$ cat config.mk
export PLATFORM = sky130hd
export DESIGN_NAME = dmem_store_buffer
export DESIGN_NICKNAME = d
export VERILOG_FILES = /design/src/rtl/dmem_pkg.sv /design/src/rtl/store_fmt.sv /design/src/rtl/dmem_store_buffer.sv
export SDC_FILE = /design/constraint.sdc
export NUM_CORES = 1
export LEC_CHECK = 0
export BUFFER_PORTS_ARGS = -buffer_cell sky130_fd_sc_hd__buf_4
export CORE_MARGIN = 2
export CORE_UTILIZATION = 35
export CTS_BUF_LIST = sky130_fd_sc_hd__clkbuf_2
export DETAILED_ROUTE_END_ITERATION = 6
export PLACE_DENSITY = 0.54
export SYNTH_ARGS = -nofsm -noshare
export SYNTH_HDL_FRONTEND = slang
export SYNTH_SLANG_ARGS = --single-unit
$ cat constraint.sdc
create_clock -name clk -period 11.6 [get_ports clk]
set_clock_uncertainty 0.15 [all_clocks]
set_input_delay 2.32 -clock clk [delete_from_list [all_inputs] [get_ports clk]]
set_output_delay 2.32 -clock clk [all_outputs]
set_load 0.01 [all_outputs]
$ cat src/rtl/dmem_pkg.sv
// Shared MEM-stage definitions: funct3 width codes and the store buffer entry layout.
package dmem_pkg;

  localparam logic [2:0] F3_B  = 3'b000;
  localparam logic [2:0] F3_H  = 3'b001;
  localparam logic [2:0] F3_W  = 3'b010;
  localparam logic [2:0] F3_BU = 3'b100;
  localparam logic [2:0] F3_HU = 3'b101;

  typedef struct packed {
    logic [29:0] waddr;
    logic [31:0] data;
    logic [3:0]  be;
  } store_entry_t;

endpackage

$ cat src/rtl/store_fmt.sv
// Store formatter: lane replication and byte enables for SB/SH/SW.
// DMEM_MISALIGN_TRAP_EN adds a misaligned flag and rejects misaligned SH/SW.
module store_fmt
  import dmem_pkg::*;
(
  input  logic [2:0]   i_funct3,
  input  logic [31:0]  i_addr,
  input  logic [31:0]  i_wdata,
  output store_entry_t o_entry,
`ifdef DMEM_MISALIGN_TRAP_EN
  output logic         o_misaligned,
`endif
  output logic         o_enq_ok
);

  logic [1:0] w_a;
  logic       w_legal;
  logic       w_mis;

  assign w_a = i_addr[1:0];

  always_comb begin
    o_entry.waddr = i_addr[31:2];
    o_entry.data  = 32'd0;
    o_entry.be    = 4'b0000;
    w_legal       = 1'b0;
    w_mis         = 1'b0;
    case (i_funct3)
      F3_B: begin
        o_entry.data = {4{i_wdata[7:0]}};
        o_entry.be   = 4'b0001 << w_a;
        w_legal      = 1'b1;
      end
      F3_H: begin
        // a[0] is ignored here; the halfword lands on its natural boundary
        o_entry.data = {2{i_wdata[15:0]}};
        o_entry.be   = 4'b0011 << {w_a[1], 1'b0};
        w_legal      = 1'b1;
        w_mis        = w_a[0];
      end
      F3_W: begin
        o_entry.data = i_wdata;
        o_entry.be   = 4'b1111;
        w_legal      = 1'b1;
        w_mis        = (w_a != 2'b00);
      end
      default: begin
        w_legal = 1'b0;
      end
    endcase
  end

`ifdef DMEM_MISALIGN_TRAP_EN
  assign o_misaligned = w_mis;
  assign o_enq_ok     = w_legal && !w_mis;
`else
  assign o_enq_ok     = w_legal;
  logic w_unused_mis;
  assign w_unused_mis = w_mis;
`endif

endmodule

$ cat src/rtl/dmem_store_buffer.sv
// MEM-stage store buffer: formats stores, queues them in a DEPTH-entry FIFO and drains to dmem.
// DMEM_MISALIGN_TRAP_EN enables the MisalignedM port and drops misaligned SH/SW stores.
module dmem_store_buffer
  import dmem_pkg::*;
#(
  parameter int DEPTH = 4
) (
  input  logic        clk,
  input  logic        reset,
  input  logic        StoreM,
  input  logic        LoadM,
  input  logic [2:0]  funct3M,
  input  logic [31:0] ALUResultM,
  input  logic [31:0] WriteDataM,
  output logic        StallStoreM,
  output logic        StallLoadM,
  output logic        MemWValid,
  input  logic        MemWReady,
  output logic [31:0] MemWAddr,
  output logic [31:0] MemWData,
  output logic [3:0]  MemWBE,
`ifdef DMEM_MISALIGN_TRAP_EN
  output logic        MisalignedM,
`endif
  output logic        SBEmpty
);

  localparam int PW = (DEPTH > 1) ? $clog2(DEPTH) : 1;
  localparam int CW = PW + 1;
  localparam logic [CW-1:0] FULL_CNT = CW'(DEPTH);

  store_entry_t   r_mem [DEPTH];
  logic [DEPTH-1:0] r_valid;
  logic [PW-1:0]  r_head;
  logic [PW-1:0]  r_tail;
  logic [CW-1:0]  r_count;

  store_entry_t   w_entry;
  logic           w_enq_ok;
  logic           w_full;
  logic           w_enq;
  logic           w_deq;
  logic           w_hit;

  store_fmt u_fmt (
    .i_funct3     (funct3M),
    .i_addr       (ALUResultM),
    .i_wdata      (WriteDataM),
    .o_entry      (w_entry),
`ifdef DMEM_MISALIGN_TRAP_EN
    .o_misaligned (MisalignedM),
`endif
    .o_enq_ok     (w_enq_ok)
  );

  assign w_full      = (r_count == FULL_CNT);
  assign SBEmpty     = (r_count == '0);
  assign MemWValid   = !SBEmpty;
  // Full blocks the store even when the head drains this cycle
  assign StallStoreM = StoreM && w_enq_ok && w_full;
  assign w_enq       = StoreM && w_enq_ok && !w_full;
  assign w_deq       = MemWValid && MemWReady;

  assign MemWAddr = {r_mem[r_head].waddr, 2'b00};
  assign MemWData = r_mem[r_head].data;
  assign MemWBE   = r_mem[r_head].be;

  // A retiring entry still counts as a hit; the load goes the cycle after
  always_comb begin
    w_hit = 1'b0;
    for (int i = 0; i < DEPTH; i++) begin
      if (r_valid[i] && (r_mem[i].waddr == ALUResultM[31:2])) w_hit = 1'b1;
    end
  end

  assign StallLoadM = LoadM && w_hit;

  always_ff @(posedge clk) begin
    if (reset) begin
      for (int i = 0; i < DEPTH; i++) r_mem[i] <= '0;
      r_valid <= '0;
      r_head  <= '0;
      r_tail  <= '0;
      r_count <= '0;
    end else begin
      if (w_enq) begin
        r_mem[r_tail]   <= w_entry;
        r_valid[r_tail] <= 1'b1;
        r_tail          <= r_tail + 1'b1;
      end
      if (w_deq) begin
        r_valid[r_head] <= 1'b0;
        r_head          <= r_head + 1'b1;
      end
      case ({w_enq, w_deq})
        2'b10:   r_count <= r_count + 1'b1;
        2'b01:   r_count <= r_count - 1'b1;
        default: r_count <= r_count;
      endcase
    end
  end

endmodule
; After elaboration in Yosys (flattened, before gate mapping)
; Memories as Yosys holds them, arrays and structs flattened. A register that Yosys moved wholly into a read port is not among the register bits.
; Cells that the tools add are included.
; Widths: inputs -> output; s select.
[word_totals]
ff_bits = 11
ram_bits = 264
out_inout_bits = 72
n_memories = 1
[mem_list]
columns = name, depth, width, read_ports, rd_clocked_by_memory_dff, write_ports, line
row1 = r_mem, 4, 66, 5, 1, 4, dmem_store_buffer.sv:32  ; store_entry_t r_mem [DEPTH];
[classes]
addsub = 4
magnitude_cmp = 4
eq_ne = 9
shift = 2
mux = 24
bitwise = 3
n_reduce_logical = 18
[op_table]
columns = op, count
row1 = $eq 30x30->1, 4
row2 = $pmux 36 s3, 1
row3 = $mux 66, 1
row4 = $reduce_or 66->1, 1
row5 = $mux 1, 13
row6 = $mux 4, 3
row7 = $logic_and 1x1->1, 11
row8 = $logic_not 3->1, 2
row9 = $lt 2x3->1 const B, 2
row10 = $mux 2, 3
row11 = $pmux 3 s2, 1
row12 = $add 2x1->2 const B, 2
row13 = $and 4x4->4, 1
row14 = $demux 1 s2, 2
row15 = $ge 2x1->1 const B, 2
row16 = $not 4->4, 1
row17 = $or 4x4->4, 1
row18 = $shl 1x2->4 const A, 1
row19 = $shl 2x2->4 const A, 1
row20 = $add 3x1->3 const B, 1
row21 = $eq 3x1->1 const B, 1
row22 = $eq 3x2->1 const B, 1
row23 = $eq 3x3->1 const B, 1
row24 = $reduce_or 3->1, 1
row25 = 5 further kinds, 6

; Depth between registers and ports, before layout
[logic_depth]
word_depth = 10
depth_mapped = 9

; By module
; A second synthesis with hierarchy kept.
[hier_totals]
cells_unflattened = 1023
hier_area_um2 = 14337.5
[by_module_without_submodules]
columns = module, instances, cells_each, area_per_inst_um2
row1 = dmem_store_buffer, 1, 895, 13503.0
row2 = store_fmt, 1, 128, 834.6

; Worst setup path before layout
; Ideal clock, no wire load.
[synth_path]
path_kind = input -> register
start = input funct3M[1]
end = memory r_mem[3][0] in the netlist's numbering, enable pin
setup_ns = 0.587
arrival_ns = 7.617
required_time_ns = 10.863
setup_slack_ns = 3.246
path_stages = 4
cell_sequence = a21oi_2 and3_4 inv_2 o31ai_1
[synth_lines]
columns = element, line
row1 = "start, declared", dmem_store_buffer.sv:12  ; input logic [2:0] funct3M,
row2 = "end, declared", dmem_store_buffer.sv:32

; Worst setup path after layout
[layout_path]
start = input ALUResultM[29]
end = output StallLoadM
[layout_between]
elab_chain_len = 7
[layout_rtl]
columns = element, line
row1 = "start, declared", dmem_store_buffer.sv:13  ; input logic [31:0] ALUResultM,
row2 = $eq 30x30->1, dmem_store_buffer.sv:72  ; if (r_valid[i] && (r_mem[i].waddr == ALUResultM[31:2])) w_hit = 1'b1;
row3 = $logic_and 1x1->1, dmem_store_buffer.sv:72
row4 = $mux 1 (3 in series), dmem_store_buffer.sv:72
row5 = $mux 1 *, dmem_store_buffer.sv:72
row6 = $logic_and 1x1->1 *, dmem_store_buffer.sv:76  ; assign StallLoadM = LoadM && w_hit;
row7 = "end, declared", dmem_store_buffer.sv:16  ; output logic StallLoadM,
; Mark *: on every way between the ends. The rest lies on a longest branch, timed or not.

==> summary.txt <==
Outcome
  – Outcome: complete, no violations

Clocking
  – Hold-fix buffers at CTS: 0
  – # resized after CTS: 0
  – Worst skew pair latency: 0.87 ns
  – Number of CTS-inserted buffers: 76
  – Depth of the CTS H-tree: 3
  – CTS Buffer Depth: 3
  – CTS tree: done
  – Sink Count: ~280
  – Root buf cell: clkbuf_2
  – Post-CTS Setup Bufs: 0
  – Worst-path clk slew: 0.09 ns

Drt
  – Vias per cell: 4.89
  – Via count: 8,526
  – Final ANT Viol Nets: 0
  – Drt initial violations: 559
  – Post-Route WL: 37,300 microns
  – Wirelength per Cell: 21.4 microns
  – 1st-pass router iterations: 5
  – DRC: 0

Critical path
  – Worst R2R End: r_mem[1][54]
  – Critical-path maximum fanout: 8
  – RR Startpoint: r_count[0]
  – Crit path cell chain: buf_4, xnor2_1, nand4_1, nor4_1, nand4_1, a41oi_1, buf_4
  – FF-to-FF path depth: 7
  – Startpoint Class: input port
  – R2R setup slack: 7.26 ns
  – CP max stage cell: xnor2_1
  – Req. time, crit path: slightly above 9 ns
  – Worst Path Arrival: 4.02 ns
  – WS Path Type: input port to output pin
  – CP peak stage delay: 0.36 ns
  – Critical path endpoint category: output pin

Die
  – Core region area: 38,700 sq um
  – Starting Density: 35.5%
  – Die Ht: just over 200 microns
  – Die width: 202 microns
  – Top Ports: 144
  – # rows: 72
  – Total Die Area: 40,900 sq um

Logic synthesis
  – EDFF count, synth: 264
  – Cell count after synthesis: 1,022
  – Synth unique cells: 42
  – Register area share after synthesis: 59.6%
  – Post-Syn Area: 13,700 sq um
  – #FFs+latches synth: 277
  – Asr flop ratio synth: 0%
  – Syn Area/Cell: 13.4 sq um
  – Top_reg_cell synth: edfxtp_1
  – Synthesis Warnings: 0

Global route
  – Total GRT Usage: 18.5%
  – Number of global-route vias before repair: 8,915
  – Global-route wire length before repair: 56,000 microns
  – Antenna violations before repair: 1
  – Pin count of the biggest net entering global routing: 67
  – Total gr overflow: 0

STA
  – Final setup TNS: 0 ns
  – Max Freq: roughly 0.15 GHz
  – Min Hold Slack: 0.349 ns
  – RSZ-0062 raised after global routing: no
  – Minimum clock period: between 6 and 7 ns
  – Fin crit share: 55.9%
  – Actual slew at the worst max-slew pin: about 1.1 ns
  – Worst slew margin: 23.5%
  – Max-slew violations: 0
  – Final setup vio count: 0
  – Hold Fails Final Rpt: 0

Power
  – VDD IR max: 0.0000922 V
  – Leak pwr: about 0.006 uW
  – Power per cell area: 154 nW/um^2

Layout
  – Multi-input logic area: 5080 sq um
  – Layout cell share with drive strength beyond 1: 31.7%
  – Core Util, Final: 41.0%
  – Most common cell after layout, fill and taps aside: edfxtp_1
  – Non-Filler Instances: 1,743
  – Post-route cell area: 15,900 sq um
  – Register area: 8200 sq um
  – Most frequent cells in the layout: 264 x edfxtp_1, 151 x buf_4, 137 x nor2_1
  – Fillers: between 3,000 and 4,000
  – Synthesis-to-layout area growth: 15.5%
  – Final nets: between 1,000 and 1,500

Min path
  – HP Class: flip-flop to flip-flop
  – Worst Min Path Start: r_count[2]
  – Worst hold stages: 2
  – Hold Path End: r_count[2]

Place
  – PortBufs: 141
  – Placed insts: 1,607
  – Post-DP Area: 15,200 sq um
  – Final GP Congestion: 0.882
  – Hpwl dp: 24,000 microns

Flow run
  – Max_cap viols: 0
area by class of cell:
cell class / count / share of cell area, %
Sequential cell: 277 / 51.7
Multi-Input combinational cell: 632 / 32.0
Timing Repair Buffer: 151 / 7.15
Tap cell: 518 / 4.09
Clock buffer: 119 / 3.75
Inverter: 29 / 0.686
Clock inverter: 16 / 0.639
Antenna cell: 1 / 0.0158
sequential cells by signal, summed over array words and instances, names as in the netlist, named ones only:
register / cells
r_valid: 4
r_count: 3
r_tail: 2
r_head: 2
r_mem: 264
metal layers:
| layer | GRT usage (%) | part of all wire (%) | up-vias |
|---|---|---|---|
| met2 | 30.4 | 49 | 277 |
| li1 | - | - | 3982 |
| met3 | 4.34 | 6.0 | 43 |
| met5 | 0 | 0 | - |
| met4 | 4.82 | 1.4 | 0 |
| met1 | 24.8 | 43 | 4224 |
critical path: cells and delay by family:
| family | cells | cell delay (ns) |
|---|---|---|
| XOR/XNOR | 1 | 0.36 |
| AND/OR/NAND/NOR | 3 | 0.67 |
| buffers and inverters | 2 | 0.33 |
| AO/OA/AOI/OAI | 1 | 0.33 |
worst max path at each step:
stage                         startpoint           end  cells after the start
final                     ALUResultM[29]    StallLoadM                      7
after global routing      ALUResultM[29]    StallLoadM                      7
after CTS                 ALUResultM[13]    StallLoadM                      7
after detailed placement      funct3M[1]  r_mem[1][39]                      8
after global placement        funct3M[1]  r_mem[1][40]                      8
after floorplan               funct3M[1]   r_mem[3][0]                      4
Yosys cell counts, types with 8 or more instances:
library cell  instances  area [sq um]
edfxtp_1            264          7930
nor2_1              137           514
xnor2_1              78           683
and2_1               68           425
mux4_2               66          1490
clkbuf_1             53           199
xor2_1               46           403
a21oi_1              33           165
and3_1               30           188
nand2_1              30           113
inv_1                28           105
nand4_1              24           150
and2_4               23           201
o21ai_0              20           100
nor4_1               16           100
buf_2                13          65.1
dfxtp_1              13           260
nor2b_1              12          75.1
ha_1                  9           113
nand2b_1              9          56.3
buf_4                 8          60.1
power by group:
part | switching (uW) | internal (uW) | leakage [uW] | total (uW)
clock | 408 | 293 | 0.000543 | 701
combinational | 264 | 272 | 0.00257 | 536
sequential | 66.2 | 1150 | 0.00284 | 1210
total | 737 | 1710 | 0.00596 | 2450
cell families (layout without fill, tap and decap cells):
kind of cell               count (synthesis)  count (layout)  share of synthesized area, %
and+or+nand+nor                          370             370                          14.6
DFF                                      277             277                          59.6
xor gates and xnor gates                 124             124                          7.90
buffers and inverters                    114             315                          3.81
muxes                                     66              66                          10.8
AOI/OAI and AO/OA                         60              60                          2.33
adders and majority gates                 10              10                         0.965
other                                      1               3                        0.0273
metrics by stage:
step | power, uW | setup slack, ns
final | 2450 | 5.11
after global routing | 2580 | 5.07
after floorplan | 1550 | 3.25
after global placement | 1790 | 4.98
after CTS | 2500 | 5.16
after detailed placement | 1790 | 4.89
Note: power is estimated with default switching activity, not from simulation.
